$ cat src/rtl/lsu_pkg.sv
// Shared LSU definitions: MMIO window, bus timeout, bus FSM states, access sizes.
package lsu_pkg;

   localparam logic [63:0] LSU_BUS_MAP_ADDR_LOWER = 64'h1000_0000;
   localparam logic [63:0] LSU_BUS_MAP_ADDR_UPPER = 64'h2000_0000;
   localparam int unsigned LSU_BUS_TIMEOUT        = 255;

   typedef enum logic [1:0] {
      BUS_IDLE = 2'd0,
      BUS_REQ  = 2'd1,
      BUS_RESP = 2'd2
   } bus_state_e;

   localparam logic [1:0] SIZE_B = 2'd0;
   localparam logic [1:0] SIZE_H = 2'd1;
   localparam logic [1:0] SIZE_W = 2'd2;
   localparam logic [1:0] SIZE_D = 2'd3;

endpackage

$ cat src/rtl/lsu_load_align.sv
// Shifts read data down to byte lane 0 and sign/zero extends it to XLEN.
module lsu_load_align
   import lsu_pkg::*;
#(
   parameter int unsigned XLEN     = 64,
   parameter int unsigned DATA_LEN = 32,
   parameter int unsigned OFF_W    = 2
) (
   input  logic [DATA_LEN-1:0] data_i,
   input  logic [OFF_W-1:0]    off_i,
   input  logic [1:0]          size_i,
   input  logic                sign_i,
   output logic [XLEN-1:0]     data_o
);

   logic [XLEN-1:0] shifted;

   // Lane shift followed by extension from the access's top bit
   always_comb begin
      shifted = XLEN'(data_i) >> {off_i, 3'b000};
      data_o  = shifted;
      unique case (size_i)
         SIZE_B:  data_o = {{(XLEN-8){sign_i & shifted[7]}}, shifted[7:0]};
         SIZE_H:  data_o = {{(XLEN-16){sign_i & shifted[15]}}, shifted[15:0]};
         SIZE_W:  data_o = {{(XLEN-32){sign_i & shifted[31]}}, shifted[31:0]};
         default: data_o = shifted;
      endcase
   end

endmodule

$ cat src/rtl/lsu_bus_router.sv
// Routes LSQ requests to the dcache or, inside the MMIO window, to Wishbone.
module lsu_bus_router
   import lsu_pkg::*;
#(
   parameter int unsigned VIRTUAL_ADDR_LEN   = 39,
   parameter int unsigned XLEN               = 64,
   parameter int unsigned LSU_LSQ_SIZE_WIDTH = 3,
   parameter int unsigned WB_DATA_LEN        = 32,
   parameter logic [63:0] BUS_MAP_ADDR_LOWER = LSU_BUS_MAP_ADDR_LOWER,
   parameter logic [63:0] BUS_MAP_ADDR_UPPER = LSU_BUS_MAP_ADDR_UPPER,
   parameter int unsigned BUS_TIMEOUT        = LSU_BUS_TIMEOUT
) (
   input  logic                          clk,
   input  logic                          rstn,
   input  logic                          flush,
   input  logic                          lsq_req_valid_i,
   output logic                          lsq_req_ready_o,
   input  logic                          lsq_req_opcode_i,
   input  logic                          lsq_req_sign_i,
   input  logic [1:0]                    lsq_req_size_i,
   input  logic [VIRTUAL_ADDR_LEN-1:0]   lsq_req_addr_i,
   input  logic [XLEN-1:0]               lsq_req_data_i,
   input  logic [LSU_LSQ_SIZE_WIDTH-1:0] lsq_req_lsq_index_i,
   output logic                          lsq_resp_valid_o,
   input  logic                          lsq_resp_ready_i,
   output logic [LSU_LSQ_SIZE_WIDTH-1:0] lsq_resp_lsq_index_o,
   output logic [XLEN-1:0]               lsq_resp_data_o,
   output logic                          lsq_resp_err_o,
   output logic                          dcache_req_valid_o,
   input  logic                          dcache_req_ready_i,
   output logic                          dcache_req_opcode_o,
   output logic                          dcache_req_sign_o,
   output logic [1:0]                    dcache_req_size_o,
   output logic [VIRTUAL_ADDR_LEN-1:0]   dcache_req_addr_o,
   output logic [XLEN-1:0]               dcache_req_data_o,
   output logic [LSU_LSQ_SIZE_WIDTH-1:0] dcache_req_lsq_index_o,
   input  logic                          dcache_resp_valid_i,
   input  logic [LSU_LSQ_SIZE_WIDTH-1:0] dcache_resp_lsq_index_i,
   input  logic [XLEN-1:0]               dcache_resp_data_i,
   output logic                          dcache_resp_ready_o,
   output logic                          wb_cyc_o,
   output logic                          wb_stb_o,
   output logic                          wb_we_o,
   output logic [VIRTUAL_ADDR_LEN-1:0]   wb_adr_o,
   output logic [WB_DATA_LEN-1:0]        wb_dat_o,
   output logic [WB_DATA_LEN/8-1:0]      wb_sel_o,
   input  logic                          wb_ack_i,
   input  logic                          wb_err_i,
   input  logic [WB_DATA_LEN-1:0]        wb_dat_i
);

   localparam int unsigned WB_BYTES = WB_DATA_LEN / 8;
   localparam int unsigned OFF_W    = $clog2(WB_BYTES);
   localparam int unsigned CNT_W    = $clog2(BUS_TIMEOUT + 1);

   bus_state_e                    state_q, state_d;
   logic                          cyc_q, cyc_d;
   logic                          we_q, we_d;
   logic [VIRTUAL_ADDR_LEN-1:0]   adr_q, adr_d;
   logic [WB_DATA_LEN-1:0]        dat_q, dat_d;
   logic [WB_BYTES-1:0]           sel_q, sel_d;
   logic [OFF_W-1:0]              off_q, off_d;
   logic [1:0]                    size_q, size_d;
   logic                          sign_q, sign_d;
   logic [LSU_LSQ_SIZE_WIDTH-1:0] idx_q, idx_d;
   logic [CNT_W-1:0]              cnt_q, cnt_d;
   logic [XLEN-1:0]               rdata_q, rdata_d;
   logic                          err_q, err_d;

   logic                          map_to_bus;
   logic                          bus_accept;
   logic                          misaligned;
   logic [OFF_W-1:0]              req_off;
   logic [3:0]                    size_bytes;
   logic [XLEN-1:0]               load_data;
   logic                          buf_valid;

   lsu_load_align #(
      .XLEN     (XLEN),
      .DATA_LEN (WB_DATA_LEN),
      .OFF_W    (OFF_W)
   ) u_load_align (
      .data_i (wb_dat_i),
      .off_i  (off_q),
      .size_i (size_q),
      .sign_i (sign_q),
      .data_o (load_data)
   );

   // Address decode, dcache pass-through and bus acceptance checks
   always_comb begin
      map_to_bus = (64'(lsq_req_addr_i) >= BUS_MAP_ADDR_LOWER) &&
                   (64'(lsq_req_addr_i) <  BUS_MAP_ADDR_UPPER);
      req_off    = lsq_req_addr_i[OFF_W-1:0];
      size_bytes = 4'd1 << lsq_req_size_i;
      misaligned = (32'(size_bytes) > WB_BYTES) ||
                   ((req_off & OFF_W'(size_bytes - 4'd1)) != '0);
      bus_accept = lsq_req_valid_i && map_to_bus && (state_q == BUS_IDLE) && !flush;

      dcache_req_valid_o     = lsq_req_valid_i && !map_to_bus;
      dcache_req_opcode_o    = lsq_req_opcode_i;
      dcache_req_sign_o      = lsq_req_sign_i;
      dcache_req_size_o      = lsq_req_size_i;
      dcache_req_addr_o      = lsq_req_addr_i;
      dcache_req_data_o      = lsq_req_data_i;
      dcache_req_lsq_index_o = lsq_req_lsq_index_i;
      lsq_req_ready_o        = map_to_bus ? ((state_q == BUS_IDLE) && !flush)
                                          : dcache_req_ready_i;
   end

   // State and bus/response registers
   always_ff @(posedge clk) begin
      if (!rstn) begin
         state_q <= BUS_IDLE;
         cyc_q   <= 1'b0;
         we_q    <= 1'b0;
         adr_q   <= '0;
         dat_q   <= '0;
         sel_q   <= '0;
         off_q   <= '0;
         size_q  <= '0;
         sign_q  <= 1'b0;
         idx_q   <= '0;
         cnt_q   <= '0;
         rdata_q <= '0;
         err_q   <= 1'b0;
      end else begin
         state_q <= state_d;
         cyc_q   <= cyc_d;
         we_q    <= we_d;
         adr_q   <= adr_d;
         dat_q   <= dat_d;
         sel_q   <= sel_d;
         off_q   <= off_d;
         size_q  <= size_d;
         sign_q  <= sign_d;
         idx_q   <= idx_d;
         cnt_q   <= cnt_d;
         rdata_q <= rdata_d;
         err_q   <= err_d;
      end
   end

   // Next-state and datapath capture; error beats ack, flush overrides all
   always_comb begin
      state_d = state_q;
      cyc_d   = cyc_q;
      we_d    = we_q;
      adr_d   = adr_q;
      dat_d   = dat_q;
      sel_d   = sel_q;
      off_d   = off_q;
      size_d  = size_q;
      sign_d  = sign_q;
      idx_d   = idx_q;
      cnt_d   = cnt_q;
      rdata_d = rdata_q;
      err_d   = err_q;
      unique case (state_q)
         BUS_IDLE: begin
            if (bus_accept) begin
               idx_d  = lsq_req_lsq_index_i;
               size_d = lsq_req_size_i;
               sign_d = lsq_req_sign_i;
               off_d  = req_off;
               if (misaligned) begin
                  state_d = BUS_RESP;
                  rdata_d = '0;
                  err_d   = 1'b1;
               end else begin
                  state_d = BUS_REQ;
                  cyc_d   = 1'b1;
                  we_d    = lsq_req_opcode_i;
                  adr_d   = {lsq_req_addr_i[VIRTUAL_ADDR_LEN-1:OFF_W], {OFF_W{1'b0}}};
                  sel_d   = WB_BYTES'((9'd1 << size_bytes) - 9'd1) << req_off;
                  dat_d   = WB_DATA_LEN'(lsq_req_data_i) << {req_off, 3'b000};
                  cnt_d   = '0;
               end
            end
         end
         BUS_REQ: begin
            cnt_d = cnt_q + 1'b1;
            if (wb_err_i || (cnt_q == CNT_W'(BUS_TIMEOUT))) begin
               state_d = BUS_RESP;
               cyc_d   = 1'b0;
               rdata_d = '0;
               err_d   = 1'b1;
            end else if (wb_ack_i) begin
               cyc_d   = 1'b0;
               state_d = we_q ? BUS_IDLE : BUS_RESP;
               rdata_d = load_data;
               err_d   = 1'b0;
            end
         end
         BUS_RESP: begin
            if (lsq_resp_ready_i) state_d = BUS_IDLE;
         end
         default: state_d = BUS_IDLE;
      endcase
      if (flush) begin
         state_d = BUS_IDLE;
         cyc_d   = 1'b0;
      end
   end

   // Registered bus outputs and response arbitration with buffer priority
   always_comb begin
      wb_cyc_o             = cyc_q;
      wb_stb_o             = cyc_q;
      wb_we_o              = we_q;
      wb_adr_o             = adr_q;
      wb_dat_o             = dat_q;
      wb_sel_o             = sel_q;
      buf_valid            = (state_q == BUS_RESP);
      lsq_resp_valid_o     = buf_valid || dcache_resp_valid_i;
      lsq_resp_lsq_index_o = buf_valid ? idx_q : dcache_resp_lsq_index_i;
      lsq_resp_data_o      = buf_valid ? rdata_q : dcache_resp_data_i;
      lsq_resp_err_o       = buf_valid && err_q;
      dcache_resp_ready_o  = lsq_resp_ready_i && !buf_valid;
   end

endmodule
$ cat config.mk
export PLATFORM = sky130hd
export DESIGN_NAME = lsu_bus_router
export DESIGN_NICKNAME = d
export VERILOG_FILES = /design/src/rtl/lsu_pkg.sv /design/src/rtl/lsu_load_align.sv /design/src/rtl/lsu_bus_router.sv
export SDC_FILE = /design/constraint.sdc
export NUM_CORES = 1
export LEC_CHECK = 0
export CAP_MARGIN = 20
export CORE_AREA = 2 2 188 190
export DETAILED_ROUTE_END_ITERATION = 8
export DIE_AREA = 0 0 190 192
export PLACE_DENSITY = 0.69
export SYNTH_ARGS = -nofsm -noshare
export SYNTH_HDL_FRONTEND = slang
export SYNTH_HIERARCHICAL = 1
export SYNTH_SLANG_ARGS = --single-unit
$ cat constraint.sdc
create_clock -name clk -period 9 [get_ports clk]
set_clock_uncertainty 0.1 [all_clocks]
set_input_delay 1.35 -clock clk [delete_from_list [all_inputs] [get_ports clk]]
set_output_delay 1.35 -clock clk [all_outputs]
set_load 0.01 [all_outputs]
==> impl_metrics.csv <==
group,metric,value,unit
run_status,outcome,"finished, final reports clean",
critical_path,max_stage_delay,0.67,ns
placement,placed_cell_area,12700,sq um
synthesis,ys_seq_area_share,33.8,%
synthesis,async_flop_share,0,%
floorplan,die_x,190,microns
critical_path,crit_path_max_fanout,4,
critical_path,start_kind,"input pin",
floorplan,initial_core_util,27.3,%
critical_path,worstPathArrival,3.88,ns
cts,cts_resized,0,
critical_path,cp_slowest_cell,"or4_1",
sta,finalMaxSlewViolations,0,
sta,rsz0062_at_grt,"false",
sta,hold_violations,0,
floorplan,io_pins,478,
critical_path,timing.critical_path.buf_inv,2,
layout,diodes,0,
synthesis,synth-warning-count,6,
floorplan,fp.dieH,192,microns
drt,wire_per_inst,17.9,microns
min_path,min_path_type,"flop to flop",
cts,clk_latency,0.43,ns
sta,period_minus_slack,5.33,ns
critical_path,worst-setup-path-type,"input pin to output port",
grt,grt.overflow.total,0,
synthesis,synth_seq_cells,158,
power_and_ir_drop,powerDensity,131,nW/um^2
synthesis,ys.flop_type,"dfxtp_1",
sta,tightest_slew,1.10,ns
cts,clockBufferDepth,2,
sta,tns,0,ns
power_and_ir_drop,ir_drop,0.123,mV
sta,fin_crit_sh,59.3,%
critical_path,cp_cell_sequence,"clkdlybuf4s50_1 -> or4_1 -> or3_1 -> o41ai_1 -> clkdlybuf4s50_1",
grt,grt_first_pass_wirelength,47000,microns
layout,area_growth,42.7,%
floorplan,core-area,34300,sq um
cts,post-cts-setup-buffer-count,0,
cts,cts_tree,"done",
cts,cts_buffers,17,
critical_path,required,7.55,ns
synthesis,ys_types,61,
synthesis,syn_avg_cell_area,8.84,sq um
floorplan,rows,68,
drt,first_iter_violations,388,
drt,postRouteWirelength,31400,microns
placement,numPortBuffers,411,
cts,clock-root-buffer,"clkbuf_16",
critical_path,path_delay_family,"simple AND/OR/NAND/NOR gates",
layout,multi_input_comb_area,4740,sq um
layout,fin_nets,1502,
critical_path,end_kind,"output port",
cts,postCtsHoldBufs,0,
drt,viasPerCell,4.71,
cts,clock-sinks,158,
layout,final.fill_count,3389,
synthesis,syn_inst,1060,
grt,grt_max_degree,71,
floorplan,die_area,36500,sq um
cts,clk_pin_slew,0.06,ns
synthesis,synth_edf_count,0,
grt,grt_pass1_vias,8078,
cts,cts_max_level,4,
synthesis,netlist_area,9370,sq um
power_and_ir_drop,power.leakage,4.45,nW
sta,finalSetupViolations,0,
grt,grt_usage,16.6,%
placement,dp_cells,1718,
power_and_ir_drop,p_total,1.75,mW
grt,antenna_found_initial,0,
placement,hpwl,23000,microns
layout,finalInstanceArea,13400,sq um
sta,slew_headroom,26.6,%
drt,firstDrtPassIters,5,
flow_run,maxCapViolations,0,
layout,final_cell_mix,"409 x clkdlybuf4s50_1, 159 x nand2_1, 158 x dfxtp_1",
layout,layout-drive-gt1-share,13.1,%
layout,layout_commonest_cell,"clkdlybuf4s50_1",
sta,holdWs,0.355,ns
drt,route.detailed.drc,0,
critical_path,crit_top_cell,"clkdlybuf4s50_1",
sta,max_freq,187,MHz
layout,fin_cells,1751,
placement,gp_congestion,0.808,
drt,ant_nets,0,
drt,via_count,8249,
layout,seqCellArea,3160,sq um
==> logic make-up (layout without fill, tap and decap cells) <==
logic type / count (synthesis) / after routing / synth area share [%]
and+or+nand+nor: 277 / 277 / 13.9
DFF: 158 / 158 / 33.8
muxes: 174 / 174 / 20.8
AOI/OAI and AO/OA: 215 / 215 / 14.7
xor gates and xnor gates: 4 / 4 / 0.374
adders and majority gates: 1 / 1 / 0.134
other: 1 / 2 / 0.0400
buffers and inverters: 230 / 465 / 16.3
==> area by class of cell <==
class	instances	area share [%]
timing repair buffer	428	31.8
multi-input combinational	673	35.5
inverter	5	0.140
sequential	158	23.7
clock inverter	15	1.47
tap	455	4.26
clock buffer	17	3.18
==> Yosys cell counts, types with 2 or more instances <==
library cell  instances  area [sq um]
and4b_1               4          40.0
a21boi_0              8          60.1
nor4_1                3          18.8
o21ai_0              58           290
xnor2_1               4          35.0
buf_12                5           100
o21a_1                2          15.0
nand2_1             160           601
nand2b_1              5          31.3
clkbuf_1             55           206
a22oi_1              17           128
nor3_1                4          20.0
a22o_1                8          70.1
mux2i_1              80           801
a21oi_1              70           350
dfxtp_1             158          3160
nand3_1              40           200
inv_1                 4          15.0
o2bb2ai_1             8          70.1
and3_1                2          12.5
and2_1               15          93.8
buf_4               145          1090
buf_2                 7          35.0
mux2_2               85           957
buf_6                 4          45.0
a211oi_1              9          67.6
or2_2                 9          56.3
nor2b_1              10          62.6
or4_1                 4          30.0
nor2_1               11          41.3
mux4_2                8           180
buf_1                 9          33.8
a31oi_1               4          25.0
o211ai_1             18           135
==> sequential cells by signal, summed over array words and instances, names as in the netlist <==
register  count
rdata_q      64
wb_adr_o     37
wb_dat_o     32
cnt_q         8
wb_sel_o      4
idx_q         3
off_q         2
size_q        2
state_q       2
err_q         1
sign_q        1
wb_cyc_o      1
wb_we_o       1
==> report_power, final <==
part	leakage [nW]	switching [mW]	internal [mW]	total, mW
sequential	1.27	0.0000112	0.699	0.699
combinational	2.88	0.107	0.160	0.267
clock	0.302	0.337	0.447	0.784
total	4.45	0.445	1.31	1.75
==> per-layer routing <==
layer	vias to the layer above	track usage [%]	routed length, microns
met1	3875	19.5	13100
met5	-	0	0
met4	0	5.55	666
li1	4024	-	-
met3	34	3.78	2030
met2	316	29.7	15600
==> path summary, 6_finish.rpt <==
check | slack [ns] | cells after the start | endpoint | from
worst min-delay path | 0.36 | 1 | err_q | err_q
worst max register to register | 5.34 | 6 | rdata_q[12] | state_q[1]
worst min register to register | 0.36 | 1 | err_q | err_q
worst max-delay path | 3.67 | 5 | lsq_req_ready_o | lsq_req_addr_i[35]
==> stage by stage <==
stage | util [%] | setup slack, ns
after CTS | 38.9 | 3.67
after global placement | 37.1 | 3.67
after global routing | 39.0 | 3.62
final | 39.0 | 3.67
after floorplan | - | 4.75
after detailed placement | 37.1 | 3.70
Power figures use the tool's default switching activity.
